**config.mk**
```make
export PLATFORM = sky130hd
export DESIGN_NAME = rggen_bit_field_pulse_generator_flat
export DESIGN_NICKNAME = d
export VERILOG_FILES = /design/src/rtl/rggen_rtl_pkg.sv /design/src/rtl/rggen_bit_field_if.sv /design/src/rtl/rggen_bit_field_pulse_generator.sv /design/src/flat_wrapper.sv
export SDC_FILE = /design/constraint.sdc
export NUM_CORES = 1
export LEC_CHECK = 0
export CORE_MARGIN = 8
export CORE_UTILIZATION = 35
export DETAILED_ROUTE_END_ITERATION = 7
export PLACE_DENSITY = 0.73
export SYNTH_ARGS = -nofsm -noshare
export SYNTH_HDL_FRONTEND = slang
export SYNTH_SLANG_ARGS = --single-unit
```
**constraint.sdc**
```tcl
create_clock -name i_clk -period 5.1 [get_ports i_clk]
set_input_delay 1.275 -clock i_clk [delete_from_list [all_inputs] [get_ports i_clk]]
set_output_delay 1.275 -clock i_clk [all_outputs]
set_load 0.02 [all_outputs]
```
**src/rtl/rggen_rtl_pkg.sv**
```systemverilog
// Shared definitions for the rggen bit-field library: FSM state encodings
// and small elaboration-time helpers.
package rggen_rtl_pkg;

    // Pulse generator burst state.
    typedef enum logic [1:0] {
        RGGEN_PULSE_GEN_IDLE,
        RGGEN_PULSE_GEN_ISSUE,
        RGGEN_PULSE_GEN_GAP
    } rggen_pulse_gen_state_e;

    // Keeps derived widths legal when a parameter collapses them to zero.
    function automatic int rggen_clip_width(int width);
        return (width > 0) ? width : 1;
    endfunction

endpackage

```
**src/rtl/rggen_bit_field_if.sv**
```systemverilog
// Software-side access bundle for a single register bit field.
interface rggen_bit_field_if #(
    parameter int WIDTH = 8
);
    logic             write_valid;
    logic [WIDTH-1:0] write_mask;
    logic [WIDTH-1:0] write_data;
    logic [WIDTH-1:0] read_data;
    logic [WIDTH-1:0] value;

    modport master (
        output write_valid, write_mask, write_data,
        input  read_data, value
    );

    modport bit_field (
        input  write_valid, write_mask, write_data,
        output read_data, value
    );
endinterface

```
**src/rtl/rggen_bit_field_pulse_generator.sv**
```systemverilog
// Register bit field that converts a software-written count into that many
// valid/ack pulses toward hardware, with an optional idle gap between them.
// Readback returns the number of pulses still outstanding.
//
// Optional feature: define RGGEN_BIT_FIELD_PULSE_GENERATOR_DONE_EN to add
// o_done, a one-cycle registered flag raised after the transfer that drains
// the count (never on an abort by clear or by a zero write).
module rggen_bit_field_pulse_generator
    import rggen_rtl_pkg::*;
#(
    parameter int WIDTH      = 8,
    parameter int GAP_CYCLES = 0,
    parameter bit USE_CLEAR  = 1'b1
)(
    input  logic                  i_clk,
    input  logic                  i_rst,
    rggen_bit_field_if.bit_field  bit_field_if,
    input  logic                  i_clear,
    output logic                  o_pulse,
    input  logic                  i_ack,
    output logic                  o_busy,
    output logic [WIDTH-1:0]      o_remaining
`ifdef RGGEN_BIT_FIELD_PULSE_GENERATOR_DONE_EN
    ,
    output logic                  o_done
`endif
);

    localparam int TIMER_W = rggen_clip_width($clog2(GAP_CYCLES + 1));

    rggen_pulse_gen_state_e state_q;
    rggen_pulse_gen_state_e state_d;
    logic [WIDTH-1:0]       count_q;
    logic [WIDTH-1:0]       count_d;
    logic [TIMER_W-1:0]     timer_q;
    logic [TIMER_W-1:0]     timer_d;

    logic                   clear_hit;
    logic                   transfer;
    logic [WIDTH-1:0]       merged;

    assign clear_hit = (USE_CLEAR != 1'b0) && i_clear;
    assign transfer  = (state_q == RGGEN_PULSE_GEN_ISSUE) && i_ack;
    assign merged    = (count_q & ~bit_field_if.write_mask)
                     | (bit_field_if.write_data & bit_field_if.write_mask);

    // State, count and gap timer registers.
    always_ff @(posedge i_clk or posedge i_rst) begin
        if (i_rst) begin
            state_q <= RGGEN_PULSE_GEN_IDLE;
            count_q <= '0;
            timer_q <= '0;
        end else begin
            state_q <= state_d;
            count_q <= count_d;
            timer_q <= timer_d;
        end
    end

    // Next state: clear beats write beats transfer beats gap countdown.
    // A write or clear landing on a transfer edge discards the decrement so
    // the software value stands exactly as written.
    always_comb begin
        state_d = state_q;
        count_d = count_q;
        timer_d = timer_q;
        if (clear_hit) begin
            state_d = RGGEN_PULSE_GEN_IDLE;
            count_d = '0;
            timer_d = '0;
        end else if (bit_field_if.write_valid) begin
            count_d = merged;
            timer_d = '0;
            state_d = (merged != '0) ? RGGEN_PULSE_GEN_ISSUE
                                     : RGGEN_PULSE_GEN_IDLE;
        end else begin
            case (state_q)
                RGGEN_PULSE_GEN_ISSUE: begin
                    // count_q is nonzero in ISSUE; the guard keeps it from wrapping
                    if (i_ack && (count_q != '0)) begin
                        count_d = count_q - 1'b1;
                        if (count_q == WIDTH'(1)) begin
                            state_d = RGGEN_PULSE_GEN_IDLE;
                        end else if (GAP_CYCLES > 0) begin
                            state_d = RGGEN_PULSE_GEN_GAP;
                            timer_d = TIMER_W'(GAP_CYCLES);
                        end
                    end
                end
                RGGEN_PULSE_GEN_GAP: begin
                    if (timer_q <= TIMER_W'(1)) begin
                        state_d = RGGEN_PULSE_GEN_ISSUE;
                        timer_d = '0;
                    end else begin
                        timer_d = timer_q - 1'b1;
                    end
                end
                default: ;
            endcase
        end
    end

    // o_pulse decodes the state register only, so i_ack never reaches it
    // combinationally.
    assign o_pulse               = (state_q == RGGEN_PULSE_GEN_ISSUE);
    assign o_busy                = (state_q != RGGEN_PULSE_GEN_IDLE);
    assign o_remaining           = count_q;
    assign bit_field_if.read_data = count_q;
    assign bit_field_if.value     = count_q;

`ifdef RGGEN_BIT_FIELD_PULSE_GENERATOR_DONE_EN
    logic last_transfer;

    assign last_transfer = transfer && !clear_hit && !bit_field_if.write_valid
                        && (count_q == WIDTH'(1));

    // Flag the edge on which the final pulse was consumed.
    always_ff @(posedge i_clk or posedge i_rst) begin
        if (i_rst) begin
            o_done <= 1'b0;
        end else begin
            o_done <= last_transfer;
        end
    end
`else
    logic unused_transfer;
    assign unused_transfer = transfer;
`endif

endmodule

```
**src/flat_wrapper.sv**
```systemverilog
// flat-port wrapper written by rule: the top's interface ports become plain ports
module rggen_bit_field_pulse_generator_flat import rggen_rtl_pkg::*;
#(
    parameter int WIDTH      = 8,
    parameter int GAP_CYCLES = 0,
    parameter bit USE_CLEAR  = 1'b1
)
  (i_clk, i_rst, i_clear, o_pulse, i_ack, o_busy, o_remaining, bit_field_if_write_valid, bit_field_if_write_mask, bit_field_if_write_data, bit_field_if_read_data, bit_field_if_value);
  rggen_bit_field_if #(.WIDTH(WIDTH)) bit_field_if_i ();
  input  logic i_clk;
  input  logic i_rst;
  input  logic i_clear;
  output logic o_pulse;
  input  logic i_ack;
  output logic o_busy;
  output logic [WIDTH-1:0] o_remaining;
  input wire logic [$bits(bit_field_if_i.write_valid)-1:0] bit_field_if_write_valid;
  input wire logic [$bits(bit_field_if_i.write_mask)-1:0] bit_field_if_write_mask;
  input wire logic [$bits(bit_field_if_i.write_data)-1:0] bit_field_if_write_data;
  output wire logic [$bits(bit_field_if_i.read_data)-1:0] bit_field_if_read_data;
  output wire logic [$bits(bit_field_if_i.value)-1:0] bit_field_if_value;
  assign bit_field_if_i.write_valid = bit_field_if_write_valid;
  assign bit_field_if_i.write_mask = bit_field_if_write_mask;
  assign bit_field_if_i.write_data = bit_field_if_write_data;
  assign bit_field_if_read_data = bit_field_if_i.read_data;
  assign bit_field_if_value = bit_field_if_i.value;
  rggen_bit_field_pulse_generator #(.WIDTH(WIDTH), .GAP_CYCLES(GAP_CYCLES), .USE_CLEAR(USE_CLEAR)) u_core (.i_clk(i_clk), .i_rst(i_rst), .bit_field_if(bit_field_if_i), .i_clear(i_clear), .o_pulse(o_pulse), .i_ack(i_ack), .o_busy(o_busy), .o_remaining(o_remaining));
endmodule
```
==> results.json <==
{
  "crit_path_start": "bit_field_if_write_valid",
  "synthTopCellsByArea": "dfrtp_1 25%, buf_4 15%, mux2i_1 10%",
  "drc": 0,
  "p_per_area_nw_per_um2": 209,
  "synth_top_cell_area_share_pct": 25.2,
  "ctsResizeCount": 0,
  "grt_max_degree": 20,
  "first_pass_iters": 4,
  "insertedDiodeCount": 0,
  "ctsHoldBuffers": 0,
  "grt_util_met1_pct": 14.8,
  "crit_arrival_ns": 2.96,
  "cp_slowest_cell": "clkdlybuf4s50_1",
  "max_cap_violations": 0,
  "drtIter0Drc": 37,
  "layout.nets": 155,
  "rr_worst_depth": 6,
  "setup_ws_ns": 2.28,
  "cts_buffer_depth": 2,
  "clock_skew_ns": 0.000928,
  "final_common_cell": "clkdlybuf4s50_1",
  "hp-class": "reg -> reg",
  "fin_crit_ns": 2.82,
  "p_leak_nw": 0.492,
  "hold_viol": 0,
  "crit_type": "in -> reg",
  "ys_seq_area_share_pct": 25.2,
  "cts_buffers": 3,
  "rsz0062_at_grt": "no",
  "postRouteAntennaNets": 0,
  "r2r_setup_slack_ns": 3.11,
  "place_ws_ns": 2.03,
  "h-tree-depth": 1,
  "hold_start": "u_core.state_q[0]",
  "cts_root_buf": "clkbuf_4",
  "timing.rr.start": "u_core.bit_field_if.read_data[0]",
  "max_slew_margin_pct": 57.3,
  "fillers": 247,
  "ys_warn_count": 0,
  "post_drt_wl_per_cell_um": 16.7,
  "dieArea_sq_um": 4430,
  "avgViaCountPerCell": 5.64,
  "path_max_fanout": 19,
  "cpPeakStageDelay_ns": 0.88,
  "port_buffers": 46,
  "max_freq_mhz": 355,
  "grt_pass1_vias": 874,
  "ys_types": 37,
  "gp_congestion": 0.830,
  "setup-tns-final_ns": 0,
  "area_delta_synth_final_pct": 41.4,
  "via_count": 902,
  "clock-sinks": 9,
  "endpoint_kind": "flop",
  "grt_pass1_wl_um": 4140,
  "status": "completed",
  "grt_use_met2_pct": 18.8,
  "endpoint": "u_core.bit_field_if.read_data[5]",
  "overflow": 0,
  "cts_setup_buffers": 0,
  "worst_slew_pin_slew_ns": 0.638,
  "finalWirelength_um": 2670,
  "setup_viol": 0,
  "antenna_found_initial": 0,
  "use_met3_pct": 3.19,
  "die_h_um": 66.6,
  "clock_latency_ns": 0.26,
  "multi_input_area_sq_um": 500,
  "yosysTopAreaCell": "dfrtp_1",
  "grtUsageTotal_pct": 11.7,
  "syn_nets": 125,
  "fin_crit_sh_pct": 55.2,
  "grt-busiest-layer": "met2",
  "post-route-util_pct": 51.5,
  "seqCellArea_sq_um": 225,
  "syn_area_sq_um": 895,
  "layout-drive-gt1-share_pct": 6.15,
  "synthCells": 101,
  "final_cell_mix": "46 x clkdlybuf4s50_1, 9 x mux2i_1, 9 x dfrtp_1",
  "dp_hpwl_um": 2090,
  "vdd_drop_max_uv": 128,
  "r2r_end": "u_core.bit_field_if.read_data[2]",
  "ioPinCount": 47,
  "coreArea_sq_um": 2450,
  "clk_pin_slew_worst_paths_ns": 0.07,
  "maxSlewViolCount": 0,
  "die_x_um": 66.6,
  "initial_utilization_pct": 36.4,
  "cp.required_ns": 5.25,
  "row_count": 18,
  "cts_tree": "yes",
  "ys_ff_latch": 9,
  "path_cells": "clkdlybuf4s50_1 > inv_1 > and4_1 > a2111oi_2",
  "critPathLaunchType": "input pin",
  "syn_avg_cell_area_sq_um": 8.86
}
worst max-delay path, delay by kind of cell:
family | cells | cell delay [ns]
buf+inv | 2 | 1.12
simple gates | 1 | 0.22
compound gates | 1 | 0.34
how the worst min path moves through the flow:
stage	slack (ns)	depth (start not counted)	endpoint
2_1_floorplan	0.69	2	u_core.state_q[0]
3_3_place_gp	0.65	2	u_core.state_q[0]
3_5_place_dp	0.64	2	u_core.state_q[0]
4_1_cts	0.66	2	u_core.state_q[0]
5_1_grt	0.68	2	u_core.state_q[0]
6_report	0.66	2	u_core.state_q[0]
cell type report:
| type | count | area share (%) |
|---|---|---|
| clock buffer | 4 | 2.08 |
| tap | 30 | 2.97 |
| timing repair buffer | 46 | 36.4 |
| multi-input combinational | 67 | 39.6 |
| inverter | 4 | 1.19 |
| sequential | 9 | 17.8 |
cell usage after synthesis:
cell	count
nor2_1	5
a21oi_2	1
a221oi_1	2
dfrtp_1	9
clkbuf_1	1
a21oi_1	4
nand3_1	6
nand2_1	5
o221ai_1	1
o211ai_1	1
a32oi_1	1
or3b_1	1
nor3b_2	1
o21ai_0	2
nor4_1	2
nand4_1	3
and3_1	1
a211oi_1	3
nor4b_1	1
nand2b_1	1
inv_1	4
ha_1	3
nor4_4	1
a2111oi_2	1
buf_1	1
o311a_1	1
or4_1	2
and4_1	1
buf_4	18
buf_6	1
and2_1	1
or4_4	1
a31oi_1	2
mux2i_1	9
or3_1	2
a21o_1	1
o31ai_1	1
routing by layer:
layer	wire length, um	up-vias
met1	1170	419
li1	-	426
met5	0	-
met3	258	5
met4	24	0
met2	1210	52
power breakdown:
group          switching (mW)  internal [mW]  total, mW
Sequential             0.0143         0.0765     0.0909
Clock                  0.0264         0.0302     0.0566
Combinational          0.0576         0.0599      0.118
Total                  0.0983          0.167      0.265
stage by stage:
stage	hold slack [ns]	instances	power [mW]	area [sq um]
after floorplan	0.688	101	0.166	895
after global placement	0.649	156	0.207	1240
after detailed placement	0.639	156	0.210	1240
after CTS	0.661	160	0.267	1260
after global routing	0.681	160	0.278	1260
final	0.658	160	0.265	1260
registers in the layout, summed over array words and instances (netlist names):
register	count
u_core.bit_field_if.read_data	8
u_core.state_q	1
kinds of logic (layout without fill, tap and decap cells):
kind of cell,Yosys count,in the layout,share of synthesized area (%)
flops,9,9,25.2
compound gates,21,21,17.5
buf+inv,25,54,18.9
mux,9,9,10.1
simple gates,34,34,24.2
fa+ha+maj,3,3,4.20
Power figures use the tool's default switching activity.
